**src/rtl/game_pkg.sv**
```systemverilog
// Shared tic-tac-toe encodings: cell codes, outcome codes, sequencing states
// and cell indices, used by move_ctrl and the outcome checker.
package game_pkg;

    localparam logic [1:0] EMPTY = 2'b00;
    localparam logic [1:0] P1    = 2'b01;
    localparam logic [1:0] P2    = 2'b10;

    localparam logic [1:0] IN_PROGRESS = 2'd0;
    localparam logic [1:0] P1_WIN      = 2'd1;
    localparam logic [1:0] P1_LOSE     = 2'd2;
    localparam logic [1:0] TIE         = 2'd3;

    typedef enum logic [1:0] {
        S_TURN      = 2'd0,
        S_CHECK     = 2'd1,
        S_GAME_OVER = 2'd2
    } state_t;

    localparam int N_CELLS = 9;
    localparam int A1 = 0;
    localparam int A2 = 1;
    localparam int A3 = 2;
    localparam int B1 = 3;
    localparam int B2 = 4;
    localparam int B3 = 5;
    localparam int C1 = 6;
    localparam int C2 = 7;
    localparam int C3 = 8;

    localparam logic [3:0] LAST_CELL = 4'd8;
    localparam logic [3:0] MAX_MOVES = 4'd9;

    function automatic logic [1:0] player_code(input int player);
        return (player == 2) ? P2 : P1;
    endfunction

    function automatic logic [1:0] other_player(input logic [1:0] code);
        return (code == P1) ? P2 : P1;
    endfunction

endpackage

```
**src/rtl/move_ctrl_rise_det.sv**
```systemverilog
// Registered rising-edge detector: one-cycle pulse while sig is high and
// was low at the previous clock edge.
module rise_det (
    input  logic clk,
    input  logic rst,
    input  logic sig,
    output logic rise
);

    logic sig_q;

    always_ff @(posedge clk or posedge rst) begin
        if (rst) begin
            sig_q <= 1'b0;
        end else begin
            sig_q <= sig;
        end
    end

    assign rise = sig & ~sig_q;

endmodule

```
**src/rtl/move_ctrl.sv**
```systemverilog
// Turn sequencing and board storage ahead of the outcome checker: accepts one
// move per button press, rejects illegal ones, latches the final outcome.
//
// state       | meaning
// ------------+--------------------------------------------------------------
// S_TURN      | waiting for a move request from the player in turn
// S_CHECK     | move written; sample outcome_in, then pass turn or end game
// S_GAME_OVER | result latched, board frozen until new_game or rst
module move_ctrl
    import game_pkg::*;
#(
    parameter int FIRST_PLAYER = 1
) (
    input  logic       clk,
    input  logic       rst,
    input  logic [3:0] cell_sel,
    input  logic       place,
    input  logic       new_game,
    input  logic [1:0] outcome_in,
    output logic [1:0] A1_val,
    output logic [1:0] A2_val,
    output logic [1:0] A3_val,
    output logic [1:0] B1_val,
    output logic [1:0] B2_val,
    output logic [1:0] B3_val,
    output logic [1:0] C1_val,
    output logic [1:0] C2_val,
    output logic [1:0] C3_val,
    output logic [1:0] turn,
    output logic [1:0] result,
    output logic [3:0] move_count,
    output logic       illegal,
    output logic       busy
);

    localparam logic [1:0] FIRST_CODE = player_code(FIRST_PLAYER);

    state_t     state_q, state_nxt;
    logic [1:0] cells_q   [N_CELLS];
    logic [1:0] cells_nxt [N_CELLS];
    logic [1:0] turn_q, turn_nxt;
    logic [1:0] result_q, result_nxt;
    logic [3:0] count_q, count_nxt;
    logic       illegal_q, illegal_nxt;
    logic       req;
    logic       sel_free;

    rise_det u_rise_det (
        .clk  (clk),
        .rst  (rst),
        .sig  (place),
        .rise (req)
    );

    // Occupancy lookup without indexing past the array for codes 9..15.
    always_comb begin
        sel_free = 1'b0;
        for (int i = 0; i < N_CELLS; i++) begin
            if (cell_sel == 4'(i) && cells_q[i] == EMPTY) begin
                sel_free = 1'b1;
            end
        end
    end

    always_comb begin
        state_nxt   = state_q;
        cells_nxt   = cells_q;
        turn_nxt    = turn_q;
        result_nxt  = result_q;
        count_nxt   = count_q;
        illegal_nxt = 1'b0;

        if (new_game) begin
            for (int i = 0; i < N_CELLS; i++) begin
                cells_nxt[i] = EMPTY;
            end
            turn_nxt   = FIRST_CODE;
            result_nxt = IN_PROGRESS;
            count_nxt  = 4'd0;
            state_nxt  = S_TURN;
        end else begin
            case (state_q)
                S_TURN: begin
                    if (req) begin
                        if (cell_sel <= LAST_CELL && sel_free) begin
                            for (int i = 0; i < N_CELLS; i++) begin
                                if (cell_sel == 4'(i)) begin
                                    cells_nxt[i] = turn_q;
                                end
                            end
                            count_nxt = count_q + 4'd1;
                            state_nxt = S_CHECK;
                        end else begin
                            illegal_nxt = 1'b1;
                        end
                    end
                end
                S_CHECK: begin
                    if (outcome_in != IN_PROGRESS) begin
                        result_nxt = outcome_in;
                        turn_nxt   = EMPTY;
                        state_nxt  = S_GAME_OVER;
                    end else if (count_q == MAX_MOVES) begin
                        // Full board ends the game even if the checker misses the tie.
                        result_nxt = TIE;
                        turn_nxt   = EMPTY;
                        state_nxt  = S_GAME_OVER;
                    end else begin
                        turn_nxt  = other_player(turn_q);
                        state_nxt = S_TURN;
                    end
                end
                S_GAME_OVER: begin
                    state_nxt = S_GAME_OVER;
                end
                default: begin
                    state_nxt = S_TURN;
                end
            endcase
        end
    end

    always_ff @(posedge clk or posedge rst) begin
        if (rst) begin
            state_q   <= S_TURN;
            turn_q    <= FIRST_CODE;
            result_q  <= IN_PROGRESS;
            count_q   <= 4'd0;
            illegal_q <= 1'b0;
            for (int i = 0; i < N_CELLS; i++) begin
                cells_q[i] <= EMPTY;
            end
        end else begin
            state_q   <= state_nxt;
            turn_q    <= turn_nxt;
            result_q  <= result_nxt;
            count_q   <= count_nxt;
            illegal_q <= illegal_nxt;
            for (int i = 0; i < N_CELLS; i++) begin
                cells_q[i] <= cells_nxt[i];
            end
        end
    end

    assign A1_val     = cells_q[A1];
    assign A2_val     = cells_q[A2];
    assign A3_val     = cells_q[A3];
    assign B1_val     = cells_q[B1];
    assign B2_val     = cells_q[B2];
    assign B3_val     = cells_q[B3];
    assign C1_val     = cells_q[C1];
    assign C2_val     = cells_q[C2];
    assign C3_val     = cells_q[C3];
    assign turn       = turn_q;
    assign result     = result_q;
    assign move_count = count_q;
    assign illegal    = illegal_q;
    assign busy       = (state_q != S_TURN);

endmodule

```
**config.mk**
```make
export PLATFORM = sky130hd
export DESIGN_NAME = move_ctrl
export DESIGN_NICKNAME = d
export VERILOG_FILES = /design/src/rtl/game_pkg.sv /design/src/rtl/move_ctrl_rise_det.sv /design/src/rtl/move_ctrl.sv
export SDC_FILE = /design/constraint.sdc
export NUM_CORES = 1
export LEC_CHECK = 0
export ABC_AREA = 1
export CELL_PAD_IN_SITES_DETAIL_PLACEMENT = 0
export CELL_PAD_IN_SITES_GLOBAL_PLACEMENT = 1
export CORE_MARGIN = 5
export CORE_UTILIZATION = 35
export CTS_BUF_LIST = sky130_fd_sc_hd__clkbuf_4
export DETAILED_ROUTE_END_ITERATION = 8
export GPL_ROUTABILITY_DRIVEN = 0
export PLACE_DENSITY = 0.9
export SLEW_MARGIN = 15
export SYNTH_ARGS = -nofsm -noshare
export SYNTH_HDL_FRONTEND = slang
export SYNTH_SLANG_ARGS = --single-unit
```
**constraint.sdc**
```tcl
create_clock -name clk -period 1.5 [get_ports clk]
set_input_delay 0.15 -clock clk [delete_from_list [all_inputs] [get_ports clk]]
set_output_delay 0.15 -clock clk [all_outputs]
set_load 0.03 [all_outputs]
```
==> results of run 1 <==
## worst min-delay path by stage
stage                    from               end  slack, ps  cells after the start
detailed placement  C1_val[0]         C1_val[0]        490                      2
finish                    rst        state_q[1]        130                      3
CTS                       rst        state_q[1]        120                      3
global route              rst        state_q[1]        150                      3
floorplan               place  u_rise_det.sig_q        180                      0
global placement    C1_val[1]         C1_val[1]        480                      2
## logic make-up (layout without fill, tap and decap cells)
group	after synthesis	in the layout	synth area share, %
simple gates	140	140	39.71
flops	30	30	45.63
buf+inv	25	87	6.909
compound gates	15	15	5.163
fa+ha+maj	2	2	1.518
xor+xnor	2	2	1.063
## cell usage after synthesis
library cell | instances | area share, %
o221ai_1 | 1 | 0.53
xnor2_1 | 1 | 0.53
buf_2 | 4 | 1.2
a211oi_1 | 1 | 0.46
a311oi_1 | 1 | 0.53
nand3b_1 | 1 | 0.46
dfstp_2 | 1 | 1.6
nor2_2 | 6 | 2.3
xor2_1 | 1 | 0.53
nand3_2 | 2 | 1.2
buf_6 | 2 | 1.4
nor2_4 | 1 | 0.68
nor2_1 | 23 | 5.2
ha_1 | 2 | 1.5
a21oi_1 | 3 | 0.91
nor3_2 | 1 | 0.61
nand3_1 | 25 | 7.6
dfrtp_1 | 29 | 44
nor3_1 | 2 | 0.61
nand4_1 | 20 | 7.6
o21ai_0 | 9 | 2.7
inv_1 | 15 | 3.4
nand2_1 | 59 | 13
clkbuf_1 | 3 | 0.68
inv_2 | 1 | 0.23
## routing by layer
layer | global-route usage (%) | wire length [um] | share of wire [%]
met1 | 16.95 | 1863 | 45
met2 | 24.02 | 1970 | 48
met3 | 4.128 | 193 | 4.7
met4 | 6.818 | 77 | 1.9
met5 | 0 | 0 | 0
## what timing repair did
action	in CTS	in global routing
resized for setup	26	16
setup endpoints to repair	26	26
pin swaps	0	1
## worst min-delay path, stage by stage
cell and delay (ps):
clkdlybuf4s50_1 400, inv_1 90, buf_12 200
## where the power goes
part	switching (uW)	leakage, uW	internal, uW
clock	307	0.0000450	345
sequential	81.3	0.000395	901
combinational	469	0.000857	279
total	857	0.00130	1520
## state kept, by name, summed over array words and instances, names as in the netlist
name,count
illegal,1
move_count,4
C1_val,2
C3_val,2
A3_val,2
u_rise_det.sig_q,1
turn,2
B2_val,2
A1_val,2
A2_val,2
B1_val,2
B3_val,2
state_q,2
result,2
C2_val,2
## layout make-up
cell class                      count  area, um2
Fill cell                         454       2335
Multi-Input combinational cell    159      794.5
Sequential cell                    30      754.5
Timing Repair Buffer               63      571.8
Tap cell                           54      67.56
Inverter                           16      60.06
Clock inverter                      3      40.04
Clock buffer                        5      37.54
## per-stage QoR
step	cells	util, %	worst slack, ps	setup TNS, ps
after global placement	322	48.27	-281.4	-6178
after global routing	330	49.91	2.988	0
after detailed placement	322	48.27	-310.9	-6838
after CTS	330	49.23	10.20	0
after floorplan	214	-	20.13	0
final	330	49.91	67.82	0
==> out/qor.log, run 1 <==
INFO  timing         maxClockFrequency=698.2MHz
INFO  clocking       clk_transition_reported_paths=110ps
INFO  floorplanning  initial_core_util=35.36%
INFO  logic_synthesis post_synthesis_cells=214
INFO  pwr            total_leakage_power=0.001297uW
INFO  layout         final_nets=287
INFO  logic_synthesis syn_avg_cell_area=7.700um2
INFO  clocking       clkLatencyLatePin=340ps
INFO  timing         finalMaxSlewViolations=0
INFO  routing        antenna_left=0
INFO  layout         stdcell_area=2326um2
INFO  placement      dp_hpwl=3.037mm
INFO  setup_path     timing.critical_path.cells=dlygate4sd2_1
INFO  routing        wl_per_cell=12.44um
INFO  timing         setup_viol=0
INFO  floorplanning  num_rows=25
INFO  clocking       cts_hold_repair.buffers=0
INFO  clocking       cts_buffer_depth=2
INFO  setup_path     startpoint_type=flop
INFO  pwr            power_density=1024nW/um2
INFO  clocking       postCtsSetupBuffers=0
INFO  global_route   maximum_number_of_pins_on_one_net_before_global_route_repair=31
INFO  floorplanning  io-pin-count=38
INFO  setup_path     critPathTopFamily=flip-flops
INFO  setup_path     worstPathRequired=1350ps
INFO  logic_synthesis synth_cell_type_count=25
INFO  setup_path     end_point_of_the_critical_path=turn[0]
INFO  global_route   grt_overflow_total=0
INFO  floorplanning  design.die.area=6180um2
INFO  setup_path     slowest_delay=550ps
INFO  timing         finalCritPeriodShare=95.48%
INFO  routing        drt_pre_antenna_iters=4
INFO  timing         worst_clock_skew=15.36ps
INFO  outcome        outcome=finished clean
INFO  placement      detailed_place.area=2250um2
INFO  logic_synthesis synth.yosys.seq_area_share=45.63%
INFO  routing        total_wire_length_after_detailed_routing=4.104mm
INFO  floorplanning  core_area=4661um2
INFO  hold_path      worst_hold_path_type=primary input to async pin
INFO  routing        routed_via_density=4.930
INFO  timing         whs=126.8ps
INFO  placement      placement.io_buffers=37
INFO  timing         worst_pin_slew=323.5ps
INFO  clocking       root_buffer=clkbuf_4
INFO  global_route   grt_pass1_vias=1548
INFO  timing         max-slew-margin-rel=78.20%
INFO  clocking       cts_tree=yes
INFO  global_route   gr-usage-all-layers=14.41%
INFO  setup_path     worstSetupStartpoint=turn[0]
INFO  timing         final_critical_path_time_including_i_o_delays_and_setup=1432ps
INFO  logic_synthesis postSynthRegisterBits=30
INFO  setup_path     path_class=flop to primary output
INFO  setup_path     critical-path-slowest-cell=dfstp_2
INFO  floorplanning  floorplan.die.width=78.62um
INFO  setup_path     number_of_cells_on_the_worst_reg_to_reg_path=6
INFO  layout         synthToLayoutAreaGrowth=41.15%
INFO  timing         rsz0062_at_grt=false
INFO  logic_synthesis syn-num-nets=226
INFO  layout         num_antenna_cells=0
INFO  clocking       sinks_on_the_clock_net=30
INFO  logic_synthesis synth_warnings=0
INFO  setup_path     reg2reg_slack=110ps
INFO  run            reported_max_cap_violation_count=0
INFO  floorplanning  dieHeight=78.62um
INFO  setup_path     critical_path.n_buffers_inverters=1
INFO  layout         layout_commonest_cell=nand2_1
INFO  setup_path     critPathCaptureType=primary output
INFO  logic_synthesis syn_std_cell_area=1648um2
INFO  layout         post_route_cells_drive_above_1_share=19.20%
INFO  clocking       cts-buffers-inserted=5
INFO  pwr            fin_total_pwr=2382uW
INFO  clocking       clock_tree.htree_level_count=2
INFO  routing        detail_route.iter0.violations=54
INFO  setup_path     cp_max_fo=2
INFO  setup_path     regToRegStartpoint=state_q[1]
INFO  global_route   grt_first_pass_wirelength=7.038mm
INFO  setup_path     crit_arrival=1280ps
INFO  setup_path     critical_path_cell_count=1
INFO  layout         final_cell_mix=nand2_1, dfrtp_1, dlygate4sd2_1
INFO  timing         finalHoldViolations=0
INFO  pwr            power.ir.vdd_worst=456.9uV
INFO  setup_path     regToRegEndpoint=B3_val[0]
INFO  global_route   antenna_found_initial=0
INFO  routing        via_count=1627
INFO  routing        remaining_drc_errors=0
Power figures use the tool's default switching activity.
==> inputs of run 2 (changes only) <==
- CORE_UTILIZATION: 35 -> 37
- PLACE_DENSITY: 0.9 -> 0.93
==> run 2 against run 1 <==
  * Utilization increased by 5.4 points
  * Cell area increased by 2.8%
  * Critical path depth unchanged
  * Register-to-register slack improved by 20 ps
  * Non-clock buffer count increased by 6
  * Global-route usage increased by 0.64 points
  * Worst setup slack improved by 6.4 ps
  * Via count increased by 2.3%
  * Routed wire length increased by 4.8%
  * Flip-flop and latch count unchanged
  * Clock skew decreased by 4.0 ps
  * Largest cell class unchanged
==> out/qor.log, run 2 (synthesis gave the netlist of run 1 again) <==
INFO  floorplanning  floorplan.die.width=76.74um
INFO  floorplanning  core_area=4324um2
INFO  layout         largest_reg_flops=4
INFO  clocking       clock_tree.htree_level_count=2
INFO  routing        antenna_left=0
INFO  pwr            power.share.combinational=32.7%
INFO  floorplanning  design.die.area=5888um2
INFO  global_route   antenna_found_initial=0
INFO  setup_path     worstPathRequired=1350ps
INFO  timing         worst_clock_skew=11.31ps
INFO  pwr            internal-power=1557uW
INFO  timing         finalCritPeriodShare=95.05%
INFO  placement      placement.io_buffers=37
INFO  global_route   grt-busiest-layer=met2
INFO  pwr            share_clk_of_total_power=27.0%
INFO  global_route   grt_pass1_vias=1610
INFO  setup_path     path_class=flop to primary output
INFO  layout         fin_cells=334
INFO  pwr            power_density=1017nW/um2
INFO  run            reported_max_cap_violation_count=0
INFO  clocking       cts_tree=yes
INFO  global_route   grt_overflow_total=0
INFO  global_route   gr-usage-all-layers=15.05%
INFO  global_route   met3_usage=3.630%
INFO  floorplanning  initial_core_util=38.11%
INFO  routing        detail_route.iter0.violations=95
INFO  clocking       cts_buffer_depth=2
INFO  setup_path     startpoint_type=flop
INFO  layout         post_route_cells_drive_above_1_share=21.28%
INFO  setup_path     critical-path-slowest-cell=dfstp_2
INFO  setup_path     critPathCaptureType=primary output
INFO  clocking       root_buffer=clkbuf_4
INFO  outcome        outcome=finished clean
INFO  routing        remaining_drc_errors=0
INFO  timing         maxClockFrequency=701.4MHz
INFO  pwr            power.ir.vdd_worst=466.0uV
INFO  layout         num_antenna_cells=0
INFO  routing        via_count=1665
INFO  routing        routed_via_density=4.985
INFO  pwr            switching_share=35.95%
INFO  routing        drt_pre_antenna_iters=4
INFO  global_route   met1_usage=19.56%
INFO  setup_path     cp_max_fo=2
INFO  floorplanning  dieHeight=76.74um
INFO  layout         final_cell_mix=nand2_1, dfrtp_1, buf_4
INFO  routing        wl_per_cell=12.88um
INFO  clocking       cts_hold_repair.buffers=0
INFO  timing         finalHoldViolations=0
INFO  layout         stdcell_area=2391um2
INFO  floorplanning  io-pin-count=38
INFO  timing         finalMaxSlewViolations=0
INFO  layout         final_nets=293
INFO  timing         postLayoutSetupSlackWorst=74.21ps
INFO  hold_path      worst_hold_path_type=primary input to async pin
INFO  routing        total_wire_length_after_detailed_routing=4.302mm
INFO  global_route   grtUsageMet2=24.19%
INFO  pwr            seqPwrFrac=40.3%
INFO  global_route   maximum_number_of_pins_on_one_net_before_global_route_repair=31
INFO  setup_path     timing.critical_path.cells=dlygate4sd2_1
INFO  timing         max-slew-margin-rel=74.29%
INFO  pwr            total_leakage_power=0.001333uW
INFO  clocking       sinks_on_the_clock_net=30
INFO  timing         setup_viol=0
INFO  placement      detailed_place.area=2247um2
INFO  global_route   grt_first_pass_wirelength=7.438mm
INFO  layout         layout_commonest_cell=nand2_1
INFO  floorplanning  num_rows=24
INFO  timing         worst_pin_slew=385.6ps
INFO  setup_path     critical_path.n_buffers_inverters=1
INFO  setup_path     crit_arrival=1280ps
INFO  setup_path     critPathTopFamily=flip-flops
INFO  setup_path     slowest_delay=540ps
INFO  timing         final_critical_path_time_including_i_o_delays_and_setup=1426ps
INFO  clocking       cts-buffers-inserted=5
INFO  placement      place_ws=-352.7ps
INFO  layout         synthToLayoutAreaGrowth=45.10%
INFO  placement      dp_hpwl=3.088mm
INFO  clocking       clkLatencyLatePin=340ps
INFO  clocking       clk_transition_reported_paths=110ps
INFO  pwr            power.switching=874.1uW
INFO  placement      placed_cells=318
[run 2: power groups by stage]
stage	clock network [uW]	registers (uW)	logic (uW)
2_1_floorplan	0	1160	293
3_3_place_gp	0	999	795
3_5_place_dp	0	1000	802
4_1_cts	668	982	744
5_1_grt	715	993	877
6_report	656	980	796
[run 2: layout make-up]
type | instances | area [um2]
clock buffer | 5 | 37.54
clock inverter | 3 | 40.04
fill | 412 | 1933
inverter | 16 | 60.06
multi-input combinational | 159 | 802.0
sequential | 30 | 753.2
tap | 52 | 65.06
timing repair buffer | 69 | 633.1
[run 2: repair_timing]
item | CTS | global route
setup buffers | 0 | 8
pin swaps | 0 | 1
setup endpoints to repair | 27 | 26
resized for setup | 29 | 20
[run 2: routing by layer]
layer	vias to the layer above	share of wire, %
met5	-	0
met4	0	2.0
met3	10	5.2
met2	33	46
met1	770	46
li1	852	-
[run 2: metrics by stage]
stage | power [uW] | hold slack, ps | TNS [ps] | util, %
4_1_cts | 2395 | 178.6 | 0 | 53.04
2_1_floorplan | 1451 | 181.4 | 0 | -
6_report | 2432 | 181.4 | 0 | 55.30
3_5_place_dp | 1803 | 485.9 | -7333 | 51.97
3_3_place_gp | 1794 | 477.5 | -7417 | 51.97
5_1_grt | 2585 | 208.3 | -11.26 | 55.30
[run 2: path summary, 6_finish.rpt]
check	startpoint	cells past startpoint	slack, ps	end
setup / recovery	turn[0]	1	70	turn[0]
hold / removal	rst	3	180	state_q[1]
setup reg to reg	A1_val[1]	9	130	move_count[1]
hold reg to reg	B3_val[0]	2	500	B3_val[0]
max in group asynchronous	rst	3	1010	turn[0]
min in group clk	place	1	280	u_rise_det.sig_q
